`config.mk`:
```
export PLATFORM = sky130hd
export DESIGN_NAME = uart_flat
export DESIGN_NICKNAME = d
export VERILOG_FILES = /design/src/rtl/uart_pkg.sv /design/src/rtl/uart_if.sv /design/src/rtl/uart_rx.sv /design/src/rtl/uart.sv /design/src/flat_wrapper.sv
export SDC_FILE = /design/constraint.sdc
export NUM_CORES = 1
export LEC_CHECK = 0
export BUFFER_PORTS_ARGS = -buffer_cell sky130_fd_sc_hd__buf_2
export CAP_MARGIN = 10
export CORE_MARGIN = 4
export CORE_UTILIZATION = 35
export DETAILED_ROUTE_END_ITERATION = 12
export GPL_TIMING_DRIVEN = 0
export PLACE_DENSITY = 0.6
export SLEW_MARGIN = 10
export SYNTH_ARGS = -nofsm -noshare
export SYNTH_HDL_FRONTEND = slang
export SYNTH_HIERARCHICAL = 1
export SYNTH_SLANG_ARGS = --single-unit
```
`constraint.sdc`:
```
create_clock -name clk -period 3.6 [get_ports clk]
set_input_delay 0.36 -clock clk [delete_from_list [all_inputs] [get_ports clk]]
set_output_delay 0.36 -clock clk [all_outputs]
set_load 0.02 [all_outputs]
```
`src/rtl/uart_pkg.sv`:
```
// Shared constants and FSM state encoding for the byte-wide UART.
// The receiver and the transmitter use the same state type.
package uart_pkg;

    localparam int DEFAULT_CLKS_PER_BIT = 434;
    localparam int DATA_W               = 8;

    // WAIT_HIGH is only reached by the receiver after a framing error.
    typedef enum logic [2:0] {
        ST_IDLE,
        ST_START,
        ST_DATA,
        ST_STOP,
        ST_WAIT_HIGH
    } uart_state_e;

endpackage

```
`src/rtl/uart_if.sv`:
```
// UART pin and byte-handshake bundle.
// The host side drives rx/tx_data/transmit; the UART side drives the rest.
interface uart_if;
    import uart_pkg::*;

    logic              rx;
    logic              tx;
    logic [DATA_W-1:0] rx_data;
    logic              rx_done;
    logic              rx_err;
    logic [DATA_W-1:0] tx_data;
    logic              transmit;
    logic              tx_done;
    logic              tx_busy;

    modport master (
        output rx, tx_data, transmit,
        input  tx, rx_data, rx_done, rx_err, tx_done, tx_busy
    );

    modport slave (
        input  rx, tx_data, transmit,
        output tx, rx_data, rx_done, rx_err, tx_done, tx_busy
    );

endinterface

```
`src/rtl/uart_rx.sv`:
```
// UART receiver: 2-flop synchroniser on rx, then a mid-bit sampling FSM
// that yields rx_data with a one-cycle rx_done or rx_err strobe.
module uart_rx
    import uart_pkg::*;
#(
    parameter int CLKS_PER_BIT = DEFAULT_CLKS_PER_BIT
) (
    input  logic              clk,
    input  logic              rst_n,
    input  logic              rx,
    output logic [DATA_W-1:0] rx_data,
    output logic              rx_done,
    output logic              rx_err
);

    localparam int                CNT_W     = $clog2(CLKS_PER_BIT);
    localparam logic [CNT_W-1:0] HALF_LAST = CNT_W'(CLKS_PER_BIT / 2 - 1);
    localparam logic [CNT_W-1:0] FULL_LAST = CNT_W'(CLKS_PER_BIT - 1);

    logic rx_sync_p0;
    logic rx_sync_p1;
    logic rxs;

    uart_state_e       state;
    logic [CNT_W-1:0]  baud_cnt;
    logic [2:0]        bit_idx;
    logic [DATA_W-1:0] shift;

    // Preset to 1 so reset never looks like a start bit.
    always_ff @(posedge clk or negedge rst_n) begin
        if (!rst_n) begin
            rx_sync_p0 <= 1'b1;
            rx_sync_p1 <= 1'b1;
        end else begin
            rx_sync_p0 <= rx;
            rx_sync_p1 <= rx_sync_p0;
        end
    end

    assign rxs = rx_sync_p1;

    always_ff @(posedge clk or negedge rst_n) begin
        if (!rst_n) begin
            state    <= ST_IDLE;
            baud_cnt <= '0;
            bit_idx  <= '0;
            shift    <= '0;
            rx_data  <= '0;
            rx_done  <= 1'b0;
            rx_err   <= 1'b0;
        end else begin
            rx_done <= 1'b0;
            rx_err  <= 1'b0;
            case (state)
                ST_IDLE: begin
                    baud_cnt <= '0;
                    bit_idx  <= '0;
                    if (!rxs) state <= ST_START;
                end
                ST_START: begin
                    if (baud_cnt == HALF_LAST) begin
                        baud_cnt <= '0;
                        state    <= rxs ? ST_IDLE : ST_DATA;
                    end else begin
                        baud_cnt <= baud_cnt + 1'b1;
                    end
                end
                ST_DATA: begin
                    if (baud_cnt == FULL_LAST) begin
                        baud_cnt <= '0;
                        shift    <= {rxs, shift[DATA_W-1:1]};
                        bit_idx  <= bit_idx + 1'b1;
                        if (bit_idx == 3'd7) state <= ST_STOP;
                    end else begin
                        baud_cnt <= baud_cnt + 1'b1;
                    end
                end
                // Leaving at the stop-bit centre re-arms for an early next start.
                ST_STOP: begin
                    if (baud_cnt == FULL_LAST) begin
                        baud_cnt <= '0;
                        if (rxs) begin
                            rx_data <= shift;
                            rx_done <= 1'b1;
                            state   <= ST_IDLE;
                        end else begin
                            rx_err  <= 1'b1;
                            state   <= ST_WAIT_HIGH;
                        end
                    end else begin
                        baud_cnt <= baud_cnt + 1'b1;
                    end
                end
                ST_WAIT_HIGH: begin
                    if (rxs) state <= ST_IDLE;
                end
                default: state <= ST_IDLE;
            endcase
        end
    end

endmodule

```
`src/rtl/uart.sv`:
```
// Byte-wide UART, 8N1, LSB first. Receiver lives in uart_rx; the
// transmitter FSM is here. The two halves share no state.
module uart
    import uart_pkg::*;
#(
    parameter int CLKS_PER_BIT = DEFAULT_CLKS_PER_BIT
) (
    input  logic clk,
    input  logic rst_n,
    uart_if.slave bus
);

    localparam int                CNT_W     = $clog2(CLKS_PER_BIT);
    localparam logic [CNT_W-1:0] FULL_LAST = CNT_W'(CLKS_PER_BIT - 1);
    localparam logic [CNT_W-1:0] DONE_AT   = CNT_W'(CLKS_PER_BIT - 2);

    uart_rx #(
        .CLKS_PER_BIT(CLKS_PER_BIT)
    ) u_rx (
        .clk     (clk),
        .rst_n   (rst_n),
        .rx      (bus.rx),
        .rx_data (bus.rx_data),
        .rx_done (bus.rx_done),
        .rx_err  (bus.rx_err)
    );

    uart_state_e       tx_state;
    logic [CNT_W-1:0]  tx_cnt;
    logic [2:0]        tx_idx;
    logic [DATA_W-1:0] tx_shift;
    logic              tx_line;
    logic              tx_done_q;
    logic              tx_busy_q;

    always_ff @(posedge clk or negedge rst_n) begin
        if (!rst_n) begin
            tx_state  <= ST_IDLE;
            tx_cnt    <= '0;
            tx_idx    <= '0;
            tx_shift  <= '0;
            tx_line   <= 1'b1;
            tx_done_q <= 1'b0;
            tx_busy_q <= 1'b0;
        end else begin
            tx_done_q <= 1'b0;
            case (tx_state)
                // transmit is only looked at here, so requests while busy are dropped.
                ST_IDLE: begin
                    tx_cnt <= '0;
                    tx_idx <= '0;
                    if (bus.transmit) begin
                        tx_shift  <= bus.tx_data;
                        tx_line   <= 1'b0;
                        tx_busy_q <= 1'b1;
                        tx_state  <= ST_START;
                    end
                end
                ST_START: begin
                    if (tx_cnt == FULL_LAST) begin
                        tx_cnt   <= '0;
                        tx_line  <= tx_shift[0];
                        tx_shift <= tx_shift >> 1;
                        tx_state <= ST_DATA;
                    end else begin
                        tx_cnt <= tx_cnt + 1'b1;
                    end
                end
                ST_DATA: begin
                    if (tx_cnt == FULL_LAST) begin
                        tx_cnt <= '0;
                        tx_idx <= tx_idx + 1'b1;
                        if (tx_idx == 3'd7) begin
                            tx_line  <= 1'b1;
                            tx_state <= ST_STOP;
                        end else begin
                            tx_line  <= tx_shift[0];
                            tx_shift <= tx_shift >> 1;
                        end
                    end else begin
                        tx_cnt <= tx_cnt + 1'b1;
                    end
                end
                // tx_done is registered one count early so it lands in the final stop cycle.
                ST_STOP: begin
                    tx_done_q <= (tx_cnt == DONE_AT);
                    if (tx_cnt == FULL_LAST) begin
                        tx_cnt    <= '0;
                        tx_busy_q <= 1'b0;
                        tx_state  <= ST_IDLE;
                    end else begin
                        tx_cnt <= tx_cnt + 1'b1;
                    end
                end
                default: tx_state <= ST_IDLE;
            endcase
        end
    end

    assign bus.tx      = tx_line;
    assign bus.tx_done = tx_done_q;
    assign bus.tx_busy = tx_busy_q;

endmodule

```
`src/flat_wrapper.sv`:
```
// flat-port wrapper written by rule: the top's interface ports become plain ports
module uart_flat import uart_pkg::*;
#(
    parameter int CLKS_PER_BIT = DEFAULT_CLKS_PER_BIT
)
  (clk, rst_n, bus_rx, bus_tx_data, bus_transmit, bus_tx, bus_rx_data, bus_rx_done, bus_rx_err, bus_tx_done, bus_tx_busy);
  uart_if bus_i ();
  input  logic clk;
  input  logic rst_n;
  input wire logic [$bits(bus_i.rx)-1:0] bus_rx;
  input wire logic [$bits(bus_i.tx_data)-1:0] bus_tx_data;
  input wire logic [$bits(bus_i.transmit)-1:0] bus_transmit;
  output wire logic [$bits(bus_i.tx)-1:0] bus_tx;
  output wire logic [$bits(bus_i.rx_data)-1:0] bus_rx_data;
  output wire logic [$bits(bus_i.rx_done)-1:0] bus_rx_done;
  output wire logic [$bits(bus_i.rx_err)-1:0] bus_rx_err;
  output wire logic [$bits(bus_i.tx_done)-1:0] bus_tx_done;
  output wire logic [$bits(bus_i.tx_busy)-1:0] bus_tx_busy;
  assign bus_i.rx = bus_rx;
  assign bus_i.tx_data = bus_tx_data;
  assign bus_i.transmit = bus_transmit;
  assign bus_tx = bus_i.tx;
  assign bus_rx_data = bus_i.rx_data;
  assign bus_rx_done = bus_i.rx_done;
  assign bus_rx_err = bus_i.rx_err;
  assign bus_tx_done = bus_i.tx_done;
  assign bus_tx_busy = bus_i.tx_busy;
  uart #(.CLKS_PER_BIT(CLKS_PER_BIT)) u_core (.clk(clk), .rst_n(rst_n), .bus(bus_i));
endmodule
```
# == Word-level counts from Yosys, hierarchy flattened ==
# Index checks and enable logic that the tools add are counted.
# word_totals
reg_bits,61
inputBits,12
output_inout_bits,13
elab_cells,108
# classes
add_sub_neg,4
n_eq_ne,25
muxes,44
n_reduce_logical,19
# op_table
op,n
two-way mux 3 bit,14
two-way mux 8 bit,4
"== test 9 bit, second input constant",3
two-way mux 9 bit,3
one-hot mux 9 bit (3 select lines),1
one-hot mux 8 bit (3 select lines),1
"adder 9 x 1 -> 9 bit, second input constant",2
one-hot mux 9 bit (2 select lines),1
"!= test 2 bit, second input constant",8
one-hot mux 3 bit (5 select lines),1
two-way mux 1 bit,13
"== test 3 x 2 -> 1 bit, second input constant",4
one-hot mux 3 bit (2 select lines),2
one-hot mux 3 bit (4 select lines),1
AND reduction 5 bit,2
"== test 3 bit, second input constant",3
"== test 9 x 8 -> 1 bit, second input constant",1
"!= test 2 x 1 -> 1 bit, second input constant",4
nonzero test 2 bit,4
"adder 3 x 1 -> 3 bit, second input constant",2
"== test 3 x 1 -> 1 bit, second input constant",2
zero test 3 bit,2
AND reduction 2 bit,3
AND reduction 3 bit,2
8 further kinds,9

# == Longest topological paths before layout ==
# Gate-level depths: netlist of run 1.
# depth
depth_word,4
depth_mapped,7
ltp_nobuf,6

# == Cells and area by module ==
# The synthesis of run 1 kept the hierarchy.
# modules_own_cells
mod,n_inst,cells_each,area_per_inst_um2
uart_rx,1,137,1607.8
uart,1,133,1455.1

# == Worst setup path after synthesis of run 1 ==
# OpenSTA, ideal clock, no wires.
# synth_timing
kind,flip-flop to flip-flop
startpoint,register u_core.u_rx.baud_cnt[0]
endpoint,register u_core.u_rx.baud_cnt[0]
t_arrival_ns,1.765
required_ns,3.475
setup_slack_ns,1.710
stages_incl_launch_ff,7
period_less_slack_ns,1.890
path_cell_list,dfrtp_1 inv_1 ha_1 or4b_1 o21ba_4 or2_4 mux2_4
# synth_via
elab_chain_len,3
elab_cells_between_ends,6
cone_classes,add/sub (1); eq/ne (2); mux (3)
# synth_rtl
element,line,rtl
start: declaration,uart_rx.sv:25,logic [CNT_W-1:0] baud_cnt;
start signal: assignment,uart_rx.sv:65,baud_cnt <= baud_cnt + 1'b1;
start signal: assignment,uart_rx.sv:75,baud_cnt <= baud_cnt + 1'b1;
start signal: assignment,uart_rx.sv:91,baud_cnt <= baud_cnt + 1'b1;
"adder 9 x 1 -> 9 bit, or another cell as far along","uart_rx.sv:65, uart_rx.sv:75, uart_rx.sv:91",
"two-way mux 9 bit, on equally long branches","uart_rx.sv:69, uart_rx.sv:80, uart_rx.sv:61",
one-hot mux 9 bit (3 select lines) *,uart_rx.sv:54,case (state)
# Mark *: on every way between the ends. The rest lies on a longest branch, timed or not.
# A chain may end at the register's enable or synchronous reset.

# == Final worst setup path of run 1 ==
# layout_timing
startpoint,register u_core.u_rx.baud_cnt[0]
endpoint,register u_core.u_rx.baud_cnt[8]
# The elaborated chain is that of the path after synthesis.

==> key figures, run 1 <==
Timing
  • Setup tns final: 0 ns
  • Final setup fails: 0
  • Achievable Freq: 493 MHz
  • Relative slew slack: 49.6%
  • Final slew viol count: 0
  • RSZ-0062 raised after global routing: false
  • Fin crit share: 56.4%
  • Fin Hold WS: 0.0843 ns
  • Clk_skew: 0.00827 ns
  • Hold Vio Cnt, Final: 0
  • Period minus WS final: 2.03 ns
  • Least-Margin Pin Slew: 0.756 ns

Critical path
  • Worst-path fanout max: 8
  • CP endpoint: u_core/u_rx/baud_cnt[8]$_DFFE_PN0P_
  • Critical path launch point: u_core/u_rx/baud_cnt[0]$_DFFE_PN0P_
  • Flop2flop setup slack: 1.57 ns
  • Worst Path Arrival: 2.23 ns
  • Critical Path Sink Type: register
  • Reg-to-reg critical path startpoint: u_core/u_rx/baud_cnt[0]$_DFFE_PN0P_
  • Required @ worst endpoint: 3.80 ns
  • Worst-case reg-to-reg path depth: 6
  • R2R Path End: u_core/u_rx/baud_cnt[8]$_DFFE_PN0P_
  • CP Class: reg -> reg
  • Crit start category: register

Clocking
  • CTS clock-pin slew for the worst setup and hold paths: 0.07 ns
  • Hold buffers post-CTS: 0
  • TritonCTS clock tree: built
  • PostCTS Resize Cnt: 0
  • Clk root buf: clkbuf_8
  • H-Tree Depth: 3
  • Worst-Skew Late Latency: 0.33 ns
  • Num CTS Buffers: 9
  • Setup repair bufs after CTS: 0
  • Clock sinks: 60
  • CTS max path bufs: 2

Drt
  • Drt drc: 0
  • Iteration-0 DRC count of the detailed router: 53
  • Total wire length: 5550 um
  • Vias per inst: 5.06
  • Antenna-violating nets left: 0
  • Wire length per cell: 13.4 um
  • Via count of the routed design: 2099
  • DR pass1 iterations: 4

Final layout
  • Layout Cells excl Fill: 415
  • Commonest non-fill, non-tap cell in the layout: dfrtp_1
  • Antenna fix cells: 0
  • Most frequent cells in the layout: 57 x dfrtp_1, 34 x mux2_2, 27 x nand2_1, 25 x buf_2, 23 x o21ai_0
  • Nets: 333
  • Share of layout cells above drive strength 1: 30.3%
  • Area grow syn2layout: 14.9%

Placed design
  • PortBufs: 24
  • Final HPWL DP: 3820 um
  • Inst Count DP: 399
  • GPL Wtd Cong: 0.829

Yosys
  • Syn avg cell area: 11.3 sq um
  • Yosys warns: 6
  • Synthesized cell area: 3060 sq um
  • Syn nets: 298
  • Cells after Synth: 270
  • Synth Flop Type: dfrtp_1
  • FFs w/ async S/R, synth: 100%
  • Yosys cell types: 50
  • Flops & latches, synth: 60
  • Sequential area share after synthesis: 49.1%
  • Post-synth EDFFs: 0

GRT
  • Grt met1 use: 15.1%
  • GRT busiest layer: met2
  • Tot GR Track Use: 12.1%
  • Pin count of the biggest net entering global routing: 61
  • First-pass GRT wire length: 9840 um
  • Met3 Track Usage GR: 5.23%
  • Grt ovf: 0
  • GRT met2 Usage: 19.5%
  • Number of global-route vias before repair: 2128
  • Initial antenna violation count: 0

Min path
  • Hold Crit Class: in -> async

Die
  • Die W: 102 um
  • Ports: 25
  • DIE AREA: 10300 sq um
  • Core ar.: 8380 sq um
  • Row cnt: 33
  • Die height: 102 um
  • Starting density of the core: 36.5%

Outcome
  • Status: finished clean

Flow run
  • Max-Cap Viols: 0

Pwr
  • Leakage power: 1.64 nW
  • Peak supply drop: 315 uV
  • Cell Pwr Density: 600 nW/um^2
-- cells by family (layout without fill, tap and decap cells) --
logic type | count (synthesis) | in the layout | share of synthesized area, %
AO/OA/AOI/OAI | 51 | 51 | 10.9
buffers and inverters | 18 | 58 | 2.61
flip-flops | 60 | 60 | 49.1
AND/OR/NAND/NOR | 82 | 82 | 15.4
adder cells (fa/ha/maj) | 16 | 16 | 6.54
multiplexers | 39 | 39 | 14.3
XOR/XNOR | 4 | 4 | 1.14
-- through the flow --
| step | area [sq um] | setup WS [ns] | util (%) | power [mW] |
|---|---|---|---|---|
| after floorplan | 3060 | 1.71 | - | 1.37 |
| after global placement | 3310 | 1.60 | 39.5 | 1.50 |
| after detailed placement | 3320 | 1.55 | 39.6 | 1.52 |
| after CTS | 3520 | 1.54 | 42.0 | 2.15 |
| after global routing | 3520 | 1.38 | 42.0 | 2.26 |
| final | 3520 | 1.57 | 42.0 | 2.11 |
-- metal layers --
metal,vias up,routed length [um]
li1,1041,-
met1,1018,2600
met2,34,2680
met3,6,224
met4,0,40
met5,-,0
-- state kept, by name, indices dropped and copies added (netlist names), 2 cells and up --
| name | cells |
|---|---|
| u_core/tx_cnt | 9 |
| u_core/u_rx/baud_cnt | 9 |
| u_core/tx_shift | 8 |
| u_core/u_rx/rx_data | 8 |
| u_core/u_rx/shift | 8 |
| u_core/tx_idx | 3 |
| u_core/u_rx/bit_idx | 3 |
| u_core/u_rx/state | 3 |
| u_core/tx_state | 2 |
-- worst min path at each step --
stage | from | endpoint | slack, ns | cells after the start
2_1_floorplan | rst_n | u_core/bus.tx_busy$_DFFE_PN0P_ | 0.06 | 0
3_3_place_gp | u_core/u_rx/rx_sync_p0$_DFF_PN1_ | u_core/u_rx/rx_sync_p1$_DFF_PN1_ | 0.35 | 0
3_5_place_dp | u_core/u_rx/rx_sync_p0$_DFF_PN1_ | u_core/u_rx/rx_sync_p1$_DFF_PN1_ | 0.35 | 0
4_1_cts | rst_n | u_core/u_rx/rx_err$_DFF_PN0_ | 0.12 | 1
5_1_grt | bus_rx | u_core/u_rx/rx_sync_p0$_DFF_PN1_ | 0.1 | 1
6_report | rst_n | u_core/u_rx/baud_cnt[3]$_DFFE_PN0P_ | 0.08 | 1
-- power by group --
group	internal, mW	switching (mW)	total, mW
Clock	0.355	0.261	0.616
Sequential	0.775	0.0776	0.852
Combinational	0.314	0.328	0.642
-- cell type report --
type	count	area (sq um)
fill	824	4860
sequential	60	1510
multi-input combinational	192	1480
clock buffer	12	155
tap	105	131
timing repair buffer	24	123
clock inverter	4	47.5
inverter	11	41.3
buffer	7	38.8
-- critical path, cell delays in order (launching register included) --
cell	delay (ns)
dfrtp_1	0.41
inv_1	0.10
ha_1	0.14
or4b_1	0.44
o21ba_4	0.24
nor2_1	0.39
o211ai_1	0.17
-- synth_stat cells (all sizes together), types with 2 or more instances --
cell,count,area [sq um]
inv,11,41.3
o211ai,6,45.0
nand3b,3,22.5
o21ai,23,115
and4,2,17.5
dfstp,3,78.8
a22o,4,36.3
nand2,27,101
clkbuf,3,12.5
xnor2,4,35.0
nand2b,3,18.8
a21oi,6,33.8
ha,16,200
and3,4,27.5
nand3,5,25.0
mux2,35,398
or2b,2,16.3
nand4,4,25.0
nor2,11,41.3
a211oi,2,15.0
buf,3,17.5
a31oi,4,25.0
dfrtp,57,1430
nor2b,4,25.0
mux2i,4,40.0
nor3,6,41.3
and2,4,26.3
Power figures use the tool's default switching activity.
==> inputs of run 2 (changes only) <==
==> constraint.sdc (replaced) <==
create_clock -name clk -period 1.9 [get_ports clk]
set_input_delay 0.19 -clock clk [delete_from_list [all_inputs] [get_ports clk]]
set_output_delay 0.19 -clock clk [all_outputs]
set_load 0.02 [all_outputs]
==> run 2 against run 1 <==
Maximum frequency grew 7.2%. Count of clock-buffer cells in the layout did not move. Largest power group unchanged. Sequential share of layout area fell by 2.3 points. Register-to-register slack worse by 1.6 ns. Critical path type unchanged. Global-route usage up 0.22 points. Power is 96% higher. Routed wire length up 2.5%. Final cell count grew 3.4%. Clock skew grew 0.00070 ns. Die area unchanged. Critical path depth did not move.
==> key figures, run 2 (synthesis gave the netlist of run 1 again) <==
Timing
  • Least-Margin Pin Slew: 0.755 ns
  • Clk_skew: 0.00896 ns
  • Period minus WS final: 1.89 ns
  • Fin Hold WS: 0.211 ns
  • Achievable Freq: 528 MHz
  • RSZ-0062 raised after global routing: true
  • Final setup fails: 0
  • Relative slew slack: 49.7%
  • Worst Slack Setup Final: 0.00663 ns
  • Final slew viol count: 0
  • Fin crit share: 99.7%
  • Hold Vio Cnt, Final: 0

Pwr
  • Flop pwr share: 38.9%
  • Internal Pwr Total: 2.85 mW
  • Clock share of power: 28.1%
  • Peak supply drop: 416 uV
  • Cell Pwr Density: 1110 nW/um^2
  • Leakage power: 1.74 nW
  • Switch Pwr: 1.29 mW
  • Logic pwr share: 33.0%
  • Sw Share: 31.1%

GRT
  • Pin count of the biggest net entering global routing: 61
  • Grt ovf: 0
  • Number of global-route vias before repair: 2174
  • First-pass GRT wire length: 10000 um
  • Tot GR Track Use: 12.3%
  • Initial antenna violation count: 0

Drt
  • Antenna-violating nets left: 0
  • Drt drc: 0
  • Vias per inst: 4.99
  • Met3 Wirelength: 203 um
  • Via count of the routed design: 2142
  • Total wire length: 5680 um
  • M1 WL: 2660 um
  • DR pass1 iterations: 4
  • Wire length per cell: 13.2 um
  • Wire length on met2: 2790 um
  • Max Used Layer: met4
  • Iteration-0 DRC count of the detailed router: 44

Final layout
  • Multi-input combinational cell area: 1540 sq um
  • Area grow syn2layout: 21.4%
  • Fillers: 791
  • Share of layout cells above drive strength 1: 37.0%
  • FF+latch area: 1510 sq um
  • Antenna fix cells: 0
  • Largest regs: u_core/tx_cnt (9), u_core/u_rx/baud_cnt (9)
  • Layout Cells excl Fill: 429
  • Most frequent cells in the layout: 57 x dfrtp_1, 34 x mux2_2, 27 x nand2_1, 23 x buf_2, 18 x o21ai_0
  • Commonest non-fill, non-tap cell in the layout: dfrtp_1
  • Nets: 347

Critical path
  • Worst Path Arrival: 2.11 ns
  • Crit path largest cell delay: 0.45 ns
  • Flop2flop setup slack: 0.007 ns
  • Reg-to-reg critical path startpoint: u_core/u_rx/baud_cnt[0]$_DFFE_PN0P_
  • CP endpoint: u_core/u_rx/baud_cnt[0]$_DFFE_PN0P_
  • Worst-case reg-to-reg path depth: 6
  • Critical Path Sink Type: register
  • Required @ worst endpoint: 2.11 ns
  • Crit-path cells: inv_2 -> ha_4 -> or4b_4 -> o21ba_4 -> or2_4 -> mux2_4
  • Crit start category: register
  • Worst-path fanout max: 5
  • Critical Path Slowest Stage Cell: or4b_4
  • CP Class: reg -> reg
  • Critical path launch point: u_core/u_rx/baud_cnt[0]$_DFFE_PN0P_
  • R2R Path End: u_core/u_rx/baud_cnt[0]$_DFFE_PN0P_

Placed design
  • PortBufs: 24
  • Final HPWL DP: 3820 um
  • GPL Wtd Cong: 0.829
  • Pre-CTS setup slack: -0.152 ns
  • Inst Count DP: 399

Die
  • DIE AREA: 10300 sq um
  • Core ar.: 8380 sq um
  • Die W: 102 um
  • Row cnt: 33
  • Starting density of the core: 36.5%
  • Ports: 25
  • Die height: 102 um

Outcome
  • Status: finished clean

Clocking
  • CTS clock-pin slew for the worst setup and hold paths: 0.07 ns
  • Clk root buf: clkbuf_8
  • Num CTS Buffers: 9
  • H-Tree Depth: 3
  • CTS max path bufs: 2
  • Clock sinks: 60
  • Worst-Skew Late Latency: 0.33 ns
  • TritonCTS clock tree: built

Flow run
  • Max-Cap Viols: 0

Min path
  • Hold Crit Class: in -> reg
run 2: cell types whose count changed in the layout (fill, tap and decap cells not counted), moves of 3 or more:
cell / delta
buf_4: +12
o21ai_1: +5
ha_1: -3
o21ai_0: -5
run 2: worst min-delay path by stage:
stage / startpoint / end / slack (ns) / cells after the start
floorplan: rst_n / u_core/bus.tx_busy$_DFFE_PN0P_ / -0.11 / 0
global placement: bus_rx / u_core/u_rx/rx_sync_p0$_DFF_PN1_ / 0.31 / 1
detailed placement: bus_rx / u_core/u_rx/rx_sync_p0$_DFF_PN1_ / 0.31 / 1
CTS: bus_tx_data[1] / u_core/tx_shift[1]$_DFFE_PN0P_ / 0.19 / 3
global route: bus_tx_data[7] / u_core/tx_shift[7]$_DFFE_PN0P_ / 0.20 / 3
finish: bus_tx_data[5] / u_core/tx_shift[5]$_DFFE_PN0P_ / 0.21 / 3
run 2: what timing repair did:
action | 4_1_cts | 5_1_grt
hold endpoints to repair | 58 | 0
setup buffers | 5 | 8
pin swaps | 3 | 10
hold buffers | 2 | 0
resized for setup | 4 | 22
endpoints found under the setup margin | 26 | 38
run 2: worst max-delay path, delay by kind of cell (launching register included):
| kind | cells | cell delay, ns |
|---|---|---|
| buffers and inverters | 1 | 0.09 |
| AND/OR/NAND/NOR | 2 | 0.69 |
| flip-flops | 1 | 0.41 |
| multiplexers | 1 | 0.26 |
| adder cells (fa/ha/maj) | 1 | 0.11 |
| AO/OA/AOI/OAI | 1 | 0.23 |
run 2: power groups by stage:
stage / clock (mW) / sequential, mW / combinational [mW]
6_report: 1.16 / 1.61 / 1.37
3_5_place_dp: 0 / 1.64 / 1.23
3_3_place_gp: 0 / 1.63 / 1.22
2_1_floorplan: 0 / 1.61 / 0.987
4_1_cts: 1.21 / 1.62 / 1.32
5_1_grt: 1.28 / 1.63 / 1.53
run 2: cell type report:
| cell class | instances | area share [%] |
|---|---|---|
| Buffer | 6 | 1.21 |
| Clock buffer | 12 | 4.17 |
| Clock inverter | 4 | 1.28 |
| Inverter | 11 | 1.11 |
| Multi-Input combinational cell | 192 | 41.4 |
| Sequential cell | 60 | 40.5 |
| Tap cell | 105 | 3.53 |
| Timing Repair Buffer | 39 | 6.80 |
run 2: metal layers:
metal	track usage (%)	up-vias
met5	0	-
met4	2.66	0
met3	5.23	6
met2	20.1	26
met1	15.2	1043
li1	-	1067
run 2: stage by stage:
step	power (mW)	util (%)	instance area [sq um]	setup TNS [ns]
2_1_floorplan	2.60	-	3060	0
3_3_place_gp	2.85	39.5	3310	-1.20
3_5_place_dp	2.88	39.6	3320	-1.88
4_1_cts	4.15	42.9	3590	-0.00256
5_1_grt	4.44	44.3	3720	-0.0760
6_report	4.14	44.3	3720	0
